===== config.mk =====
export PLATFORM = sky130hd
export DESIGN_NAME = grid_renderer
export DESIGN_NICKNAME = d
export VERILOG_FILES = /design/src/rtl/grid_renderer.sv
export SDC_FILE = /design/constraint.sdc
export NUM_CORES = 1
export LEC_CHECK = 0
export BUFFER_PORTS_ARGS = -buffer_cell sky130_fd_sc_hd__buf_2
export CORE_ASPECT_RATIO = 0.8
export CORE_MARGIN = 2
export CORE_UTILIZATION = 52
export CTS_CLUSTER_DIAMETER = 30
export DETAILED_ROUTE_END_ITERATION = 7
export PLACE_DENSITY = 0.88
export SYNTH_ARGS = -nofsm -noshare
export SYNTH_HDL_FRONTEND = slang
export SYNTH_SLANG_ARGS = --single-unit

===== constraint.sdc =====
create_clock -name clk -period 3.14 [get_ports clk]
set_clock_uncertainty 0.15 [all_clocks]
set_input_delay 0.314 -clock clk [delete_from_list [all_inputs] [get_ports clk]]
set_output_delay 0.314 -clock clk [all_outputs]
set_load 0.03 [all_outputs]

===== src/rtl/grid_renderer.sv =====
// Two-stage pixel colour generator for the game board: classifies each pixel as border, gap or cell,
// then colours it from a double-buffered board image with a blinking cursor highlight.
module grid_renderer #(
  parameter int          ROWS         = 4,
  parameter int          COLS         = 4,
  parameter int          CELL_W       = 100,
  parameter int          GAP_W        = 4,
  parameter int          ORIGIN_X     = 110,
  parameter int          ORIGIN_Y     = 30,
  parameter int          V_ACTIVE     = 480,
  parameter logic [11:0] BORDER_COLOR = 12'h94F,
  parameter logic [11:0] GAP_COLOR    = 12'hFA0,
  parameter int          BLINK_FRAMES = 30
) (
  input  logic                      clk,
  input  logic                      reset,
  input  logic [9:0]                x,
  input  logic [9:0]                y,
  input  logic                      videoOn,
  input  logic [ROWS*COLS*12-1:0]   board,
  input  logic                      boardValid,
  input  logic                      cursorEn,
  input  logic [2:0]                cursorRow,
  input  logic [2:0]                cursorCol,
  input  logic                      blinkEn,
  output logic [11:0]               rgb,
  output logic                      boardLoaded
);

  localparam int PITCH  = CELL_W + GAP_W;
  localparam int GRID_W = COLS * CELL_W + (COLS + 1) * GAP_W;
  localparam int GRID_H = ROWS * CELL_W + (ROWS + 1) * GAP_W;
  localparam int NCELL  = ROWS * COLS;
  localparam int IDX_W  = (NCELL > 1) ? $clog2(NCELL) : 1;
  localparam int FC_W   = (BLINK_FRAMES > 1) ? $clog2(BLINK_FRAMES) : 1;
  localparam logic [10:0] X_LO = 11'(ORIGIN_X);
  localparam logic [10:0] Y_LO = 11'(ORIGIN_Y);

  typedef enum logic [1:0] {
    REG_BORDER,
    REG_GAP,
    REG_CELL
  } region_t;

  // Offsets wrap to large values left of / above the origin, so one
  // unsigned compare against the grid size covers both edges.
  logic [10:0] ox;
  logic [10:0] oy;
  logic        in_x;
  logic        in_y;
  assign ox   = {1'b0, x} - X_LO;
  assign oy   = {1'b0, y} - Y_LO;
  assign in_x = ox < 11'(GRID_W);
  assign in_y = oy < 11'(GRID_H);

  logic [COLS:0]   gap_col;
  logic [ROWS:0]   gap_row;
  logic [COLS-1:0] in_col;
  logic [ROWS-1:0] in_row;

  generate
    for (genvar gi = 0; gi <= COLS; gi++) begin : g_gap_col
      assign gap_col[gi] = (ox - 11'(gi * PITCH)) < 11'(GAP_W);
    end
    for (genvar gi = 0; gi <= ROWS; gi++) begin : g_gap_row
      assign gap_row[gi] = (oy - 11'(gi * PITCH)) < 11'(GAP_W);
    end
    for (genvar gi = 0; gi < COLS; gi++) begin : g_in_col
      assign in_col[gi] = (ox - 11'(gi * PITCH)) < 11'(PITCH);
    end
    for (genvar gi = 0; gi < ROWS; gi++) begin : g_in_row
      assign in_row[gi] = (oy - 11'(gi * PITCH)) < 11'(PITCH);
    end
  endgenerate

  logic [2:0]       col_idx;
  logic [2:0]       row_idx;
  logic             blink_on;
  region_t          region_next;
  logic [IDX_W-1:0] cell_next;
  logic             hl_next;

  always_comb begin
    col_idx     = '0;
    row_idx     = '0;
    region_next = REG_BORDER;
    for (int i = 0; i < COLS; i++) begin
      if (in_col[i]) col_idx = 3'(i);
    end
    for (int i = 0; i < ROWS; i++) begin
      if (in_row[i]) row_idx = 3'(i);
    end
    if (in_x && in_y) begin
      region_next = ((|gap_col) || (|gap_row)) ? REG_GAP : REG_CELL;
    end
  end

  logic phase_reg;
  assign blink_on  = blinkEn ? phase_reg : 1'b1;
  // Out-of-range cursor indices never equal a real row/column index.
  assign hl_next   = cursorEn && (cursorRow == row_idx) && (cursorCol == col_idx) && blink_on;
  assign cell_next = IDX_W'({3'b000, row_idx} * 6'(COLS) + {3'b000, col_idx});

  logic             vid_reg;
  region_t          region_reg;
  logic [IDX_W-1:0] cell_reg;
  logic             hl_reg;

  always_ff @(posedge clk) begin
    if (reset) begin
      vid_reg    <= 1'b0;
      region_reg <= REG_BORDER;
      cell_reg   <= '0;
      hl_reg     <= 1'b0;
    end else begin
      vid_reg    <= videoOn;
      region_reg <= region_next;
      cell_reg   <= cell_next;
      hl_reg     <= hl_next;
    end
  end

  logic [NCELL*12-1:0] active_reg;
  logic [NCELL*12-1:0] pending_reg;
  logic                pend_valid_reg;
  logic [FC_W-1:0]     frame_cnt_reg;
  logic [11:0]         cell_color [NCELL];

  generate
    for (genvar gi = 0; gi < NCELL; gi++) begin : g_cell_color
      assign cell_color[gi] = active_reg[gi*12 +: 12];
    end
  endgenerate

  always_ff @(posedge clk) begin
    if (reset) begin
      rgb <= 12'h000;
    end else if (!vid_reg) begin
      rgb <= 12'h000;
    end else begin
      case (region_reg)
        REG_GAP:  rgb <= GAP_COLOR;
        REG_CELL: rgb <= cell_color[cell_reg] ^ {12{hl_reg}};
        default:  rgb <= BORDER_COLOR;
      endcase
    end
  end

  // Swapping buffers only on the first blanked line keeps a frame from tearing.
  logic commit;
  assign commit = (x == 10'd0) && (y == 10'(V_ACTIVE));

  always_ff @(posedge clk) begin
    if (reset) begin
      active_reg     <= '0;
      pending_reg    <= '0;
      pend_valid_reg <= 1'b0;
      frame_cnt_reg  <= '0;
      phase_reg      <= 1'b0;
      boardLoaded    <= 1'b0;
    end else begin
      boardLoaded <= commit && pend_valid_reg;
      if (commit && pend_valid_reg) begin
        active_reg <= pending_reg;
      end
      if (boardValid) begin
        pending_reg    <= board;
        pend_valid_reg <= 1'b1;
      end else if (commit) begin
        pend_valid_reg <= 1'b0;
      end
      if (commit) begin
        if (frame_cnt_reg == FC_W'(BLINK_FRAMES - 1)) begin
          frame_cnt_reg <= '0;
          phase_reg     <= ~phase_reg;
        end else begin
          frame_cnt_reg <= frame_cnt_reg + FC_W'(1);
        end
      end
    end
  end

endmodule


## Word-level counts from Yosys, hierarchy flattened

Index checks and enable logic that the tools add are counted.

- Memory bits (writable): 0
- Bits in latches: 0
- Logic and storage cells: 82
- Memories kept: 0
- Output and inout port bits: 13
- Input port bits: 224
- Memory bits (read-only): 0
- Register bits: 412

- Reductions and logical operators: 14
- $mul: 0
- Eq/ne operators: 6
- Muxes and demuxes: 15
- Shifts and indexed selects: 0
- Bitwise operators: 5
- $lt $le $gt $ge: 19
- Add/subtract/negate cells: 12
- Div/mod/pow operators: 0

Operator list:

| operator | number |
|---|---|
| < comparator 11 x 3 -> 1 bit, second input constant | 10 |
| < comparator 11 x 7 -> 1 bit, second input constant | 6 |
| binary-select mux 12 bit (select 4 bit) | 1 |
| subtractor 11 x 9 -> 11 bit, second input constant | 4 |
| 2-to-1 mux 12 bit | 2 |
| one-hot mux 12 bit (2 select lines) | 1 |
| < comparator 11 x 9 -> 1 bit, second input constant | 2 |
| subtractor 11 x 7 -> 11 bit, second input constant | 2 |
| subtractor 11 x 8 -> 11 bit, second input constant | 2 |
| 2-to-1 mux 3 bit | 4 |
| XOR 12 bit | 1 |
| subtractor 10 x 5 -> 11 bit, second input constant | 1 |
| subtractor 10 x 7 -> 11 bit, second input constant | 1 |
| equality test 10 x 9 -> 1 bit, second input constant | 1 |
| zero test 10 bit | 1 |
| OR reduction 5 bit | 2 |
| equality test 3 bit | 2 |
| logical AND 1 bit | 6 |
| adder 5 x 1 -> 5 bit, second input constant | 1 |
| equality test 5 bit, second input constant | 1 |
| greater-or-equal comparator 5 bit, second input constant | 1 |
| 2-to-1 mux 1 bit | 5 |
| 2-to-1 mux 5 bit | 1 |
| inverter 4 -> 5 bit | 1 |
| other kinds (9) | 12 |

## Logic depth before layout (Yosys ltp)

- Depth in word-level cells: 10
- Depth in mapped cells: 14
- Mapped depth without buffers: 13

## Least setup slack after synthesis

Ideal clock, no wire load.

- Kind: in2reg
- From: in x[1]
- To: reg hl_reg
- Arrival time: 2.989 ns
- Cell stages on the path: 11
- Setup time: 0.086 ns
- Setup slack: -0.086 ns
- Cell sequence: ha_1 a21oi_1 xnor2_1 ha_1 a21oi_1 xor3_1 a211o_1 a221oi_2 nand4b_1 mux2_2 a221oi_2

- Cells in the longest elaborated chain, start to end: 9
- Elaborated cells on any way between the ends: 13
- Those cells by class: 4 x add/sub; 3 x order compare; 1 x eq/ne; 3 x mux; 2 x reduce/logical

RTL lines:

| what | RTL line | text |
|---|---|---|
| start, declared | 17 | `input logic [9:0] x,` |
| subtractor 10 x 7 -> 11 bit * | 51 | `assign ox = {1'b0, x} - X_LO;` |
| subtractor 11 x 7 -> 11 bit | 69 | `assign in_col[gi] = (ox - 11'(gi * PITCH)) < 11'(PITCH);` |
| < comparator 11 x 7 -> 1 bit | 69 |  |
| 2-to-1 mux 1 bit | 88 | `if (in_col[i]) col_idx = 3'(i);` |
| 2-to-1 mux 3 bit | 88 |  |
| 2-to-1 mux 3 bit * | 88 |  |
| equality test 3 bit * | 101 | `assign hl_next = cursorEn && (cursorRow == row_idx) && (cursorCol == col_idx) && blink_on;` |
| logical AND 1 bit * (2 in series) | 101 |  |
| end signal, assigned | 119 | `hl_reg <= hl_next;` |
| end, declared | 107 | `logic hl_reg;` |

Every way passes the cells marked *; elsewhere a longest branch is shown, timed or not.
A chain may end at the register's enable or synchronous reset.

## Final worst setup path

Same ends and word-level chain as after synthesis.

==> impl_metrics.env <==
export IMPL_status="complete, no violations"
export IMPL_final_max_slew_violation_count=0
export IMPL_path_buf_inv=1
export IMPL_drt_pass1_iter_count=5
export IMPL_static_leakage_power_nw=9.71
export IMPL_cts_max_path_buffers=3
export IMPL_route_antenna_remaining_nets=0
export IMPL_die_area_sq_um=35900
export IMPL_cp_start_kind="input pin"
export IMPL_min_path_cells=4
export IMPL_floorplan_rows=60
export IMPL_synth_warnings=0
export IMPL_rsz0062_at_grt="no"
export IMPL_io_buffers=236
export IMPL_floorplan_initialDensity=0.530
export IMPL_critical_path_reg2reg_startpoint="cell_reg[0]$_SDFF_PP0_"
export IMPL_num_io_pins=237
export IMPL_die_height_um=170
export IMPL_critical_path_reg2reg_endpoint="rgb[9]$_SDFF_PP0_"
export IMPL_clock_tree_htree_level_count=3
export IMPL_cts_root_buffer="sky130_fd_sc_hd__clkbuf_16"
export IMPL_grt_pass1_wl_um=91700
export IMPL_final_critical_path_setup_slack_ps=469
export IMPL_critical_path_endpoint_type="flip-flop"
export IMPL_design_core_area_sq_um=33700
export IMPL_postCtsResizedCells=0
export IMPL_slew_headroom=0.427
export IMPL_syn_area_per_cell_sq_um=9.15
export IMPL_post_place_ws_ps=-76.7
export IMPL_cts_sink_count=412
export IMPL_synth_flop_cell="sky130_fd_sc_hd__dfxtp_1"
export IMPL_flow_area_growth_from_synthesis_pct=34.2
export IMPL_chipWidth_um=211
export IMPL_synth_seq_cells=412
export IMPL_cts_repair_timing_setup_buffer_count=0
export IMPL_final_sum_of_negative_setup_slack_ps=0
export IMPL_p_clk_frac=0.531
export IMPL_ff2ff_path_depth=6
export IMPL_final_design_area_no_fill_sq_um=24000
export IMPL_wl_per_cell_um=20.8
export IMPL_most_common_layout_cells="sky130_fd_sc_hd__dfxtp_1, sky130_fd_sc_hd__nand2_1, sky130_fd_sc_hd__buf_2"
export IMPL_worstPathRequired_ps=3470
export IMPL_max_cap_viol_count=0
export IMPL_timing_limited_maximum_frequency_mhz=374
export IMPL_layout_commonest_cell="sky130_fd_sc_hd__dfxtp_1"
export IMPL_power_switching_share=0.253
export IMPL_final_hold_violation_count=0
export IMPL_drive_above_1_share=0.210
export IMPL_hold_path_startpoint="cursorCol[1]"
export IMPL_number_of_synthesized_flops_with_an_enable_pin=0
export IMPL_synth_seq_area_share=0.462
export IMPL_worst_skew_pair_late_latency_ps=570
export IMPL_grt_antenna_before_repair=9
export IMPL_number_of_nets_at_the_end_of_the_flow=2599
export IMPL_post_dp_hpwl_um=34500
export IMPL_synth_cell_types=84
export IMPL_power_density_nw_per_um2=612
export IMPL_gr_total_overflow=0
export IMPL_postLayoutCoreUtil=0.711
export IMPL_cts_clk_slew_worst_paths_ps=50
export IMPL_drt_wl_total_um=59500
export IMPL_critPathMaxStageDelay_ps=310
export IMPL_critical_path_top_delay_family="compound AO/OA/AOI/OAI gates"
export IMPL_critical_setup_path_class="in -> reg"
export IMPL_path_cells="buf_2 -> ha_1 -> a21oi_2 -> xnor2_1 -> ha_1 -> a21oi_1 -> xor3_1 -> a211o_1 -> a221oi_2 -> nand4b_1 -> mux2_2 -> a221oi_2"
export IMPL_final_hold_worst_slack_ps=54.1
export IMPL_rrSetupSlack_ps=580
export IMPL_worst_pin_slew_ps=859
export IMPL_remaining_drc_errors=0
export IMPL_detailedRoute_firstIterationViolations=1593
export IMPL_power_mw=14.7
export IMPL_finalWeightedCongestion=0.903
export IMPL_maximum_number_of_pins_on_one_net_before_global_route_repair=165
export IMPL_synthesis_instances=1951
export IMPL_post_synthesis_net_count=2187
export IMPL_cts_tree="done"
export IMPL_final_setup_viol_count=0
export IMPL_layout_filler_cells=2273
export IMPL_cts_buffers_inserted=68
export IMPL_synthArstFlopShare=0
export IMPL_hold_endpoint="hl_reg$_SDFF_PP0_"
export IMPL_dpl_instance_area_sq_um=19600
export IMPL_finalNonFillerCells=2859
export IMPL_critical_path_slowest_cell="sky130_fd_sc_hd__a211o_1"
export IMPL_holdCritPathClass="in -> reg"
export IMPL_period_share=0.851
export IMPL_p_comb_frac=0.094
export IMPL_fin_crit_ps=2670
export IMPL_vias=16600
export IMPL_routed_via_count_divided_by_cell_count=5.79
export IMPL_cell_count_after_placement=2531
export IMPL_worst_ir_drop_vdd_v=0.000515
export IMPL_global_route_usage_total=0.327
export IMPL_power_net_switching_mw=3.71
export IMPL_max_fanout_on_critical_path=4
export IMPL_number_of_global_route_vias_before_repair=17000
export IMPL_worstPathArrival_ps=3000
export IMPL_cellInternalPower_mw=10.9
export IMPL_pwr_share_seq=0.375
export IMPL_syn_area_sq_um=17900
## kinds of logic after synthesis
group | Yosys count | synth area share
buffers and inverters | 165 | 0.0389
XOR/XNOR | 43 | 0.0257
AO/OA/AOI/OAI | 317 | 0.105
flip-flops | 412 | 0.462
AND/OR/NAND/NOR | 744 | 0.173
multiplexers | 258 | 0.187
adder cells (fa/ha/maj) | 12 | 0.00841
## timing repair
action                     in CTS  in global routing
hold endpoints to repair      193                  0
hold buffers                  196                  0
setup endpoints to repair       0                  0
## power by group through the flow
stage                     clock (mW)  sequential, mW  combinational [mW]
after floorplan                    0            5.56               0.737
after detailed placement           0            5.60                1.12
after global placement             0            5.59                1.09
after CTS                       7.77            5.50                1.33
final                           7.78            5.50                1.38
after global routing            8.05            5.51                1.46
## tightest hold or removal path, cell delays in order
cell and delay (ps):
sky130_fd_sc_hd__buf_2 130, sky130_fd_sc_hd__nand2_1 70, sky130_fd_sc_hd__mux2_2 150, sky130_fd_sc_hd__a221oi_2 50
## metal layers
layer,vias up,track usage,share of wire
met2,897,0.546,0.48
li1,7537,-,-
met3,260,0.0688,0.079
met1,7861,0.392,0.39
met5,-,0,0.00072
met4,6,0.187,0.057
## area by class of cell
class	instances	area, sq um	share of cell area
timing repair buffer	491	3760	0.157
sequential	412	8250	0.344
clock buffer	83	1880	0.0784
tap	434	543	0.0227
clock inverter	43	533	0.0222
antenna	6	15.0	0.000626
inverter	16	60.1	0.00251
multi-input combinational	1374	8930	0.373
## cell usage after synthesis (4+ instances only)
master	count	area (sq um)
sky130_fd_sc_hd__dfxtp_1	412	8250
sky130_fd_sc_hd__nand2_1	408	1530
sky130_fd_sc_hd__nor2_1	233	875
sky130_fd_sc_hd__a21oi_1	227	1140
sky130_fd_sc_hd__mux2i_1	196	1960
sky130_fd_sc_hd__clkbuf_1	83	312
sky130_fd_sc_hd__mux4_2	60	1350
sky130_fd_sc_hd__buf_2	32	160
sky130_fd_sc_hd__buf_1	27	101
sky130_fd_sc_hd__xnor2_1	25	219
sky130_fd_sc_hd__o21ai_0	18	90.1
sky130_fd_sc_hd__inv_1	15	56.3
sky130_fd_sc_hd__nand3_1	15	75.1
sky130_fd_sc_hd__ha_1	12	150
sky130_fd_sc_hd__xor2_1	12	105
sky130_fd_sc_hd__nor4_1	11	68.8
sky130_fd_sc_hd__nor3_1	10	50.1
sky130_fd_sc_hd__nand4_1	9	56.3
sky130_fd_sc_hd__nor2b_1	8	50.1
sky130_fd_sc_hd__nand2b_1	7	43.8
sky130_fd_sc_hd__a211oi_1	6	45.0
sky130_fd_sc_hd__a31oi_1	6	37.5
sky130_fd_sc_hd__o2bb2ai_1	6	52.6
sky130_fd_sc_hd__and3_1	5	31.3
sky130_fd_sc_hd__o211ai_1	5	37.5
sky130_fd_sc_hd__a21o_1	4	30.0
sky130_fd_sc_hd__or3_1	4	25.0
## worst max-delay path by stage
| stage | start | end | slack (ps) | cells past startpoint |
|---|---|---|---|---|
| 2_1_floorplan | x[2] | hl_reg$_SDFF_PP0_ | 30 | 12 |
| 3_3_place_gp | y[1] | hl_reg$_SDFF_PP0_ | 40 | 11 |
| 3_5_place_dp | x[1] | hl_reg$_SDFF_PP0_ | -80 | 12 |
| 4_1_cts | x[1] | hl_reg$_SDFF_PP0_ | 510 | 12 |
| 5_1_grt | x[1] | hl_reg$_SDFF_PP0_ | 280 | 12 |
| 6_report | x[1] | hl_reg$_SDFF_PP0_ | 470 | 12 |
(Power assumes the default switching activity.)
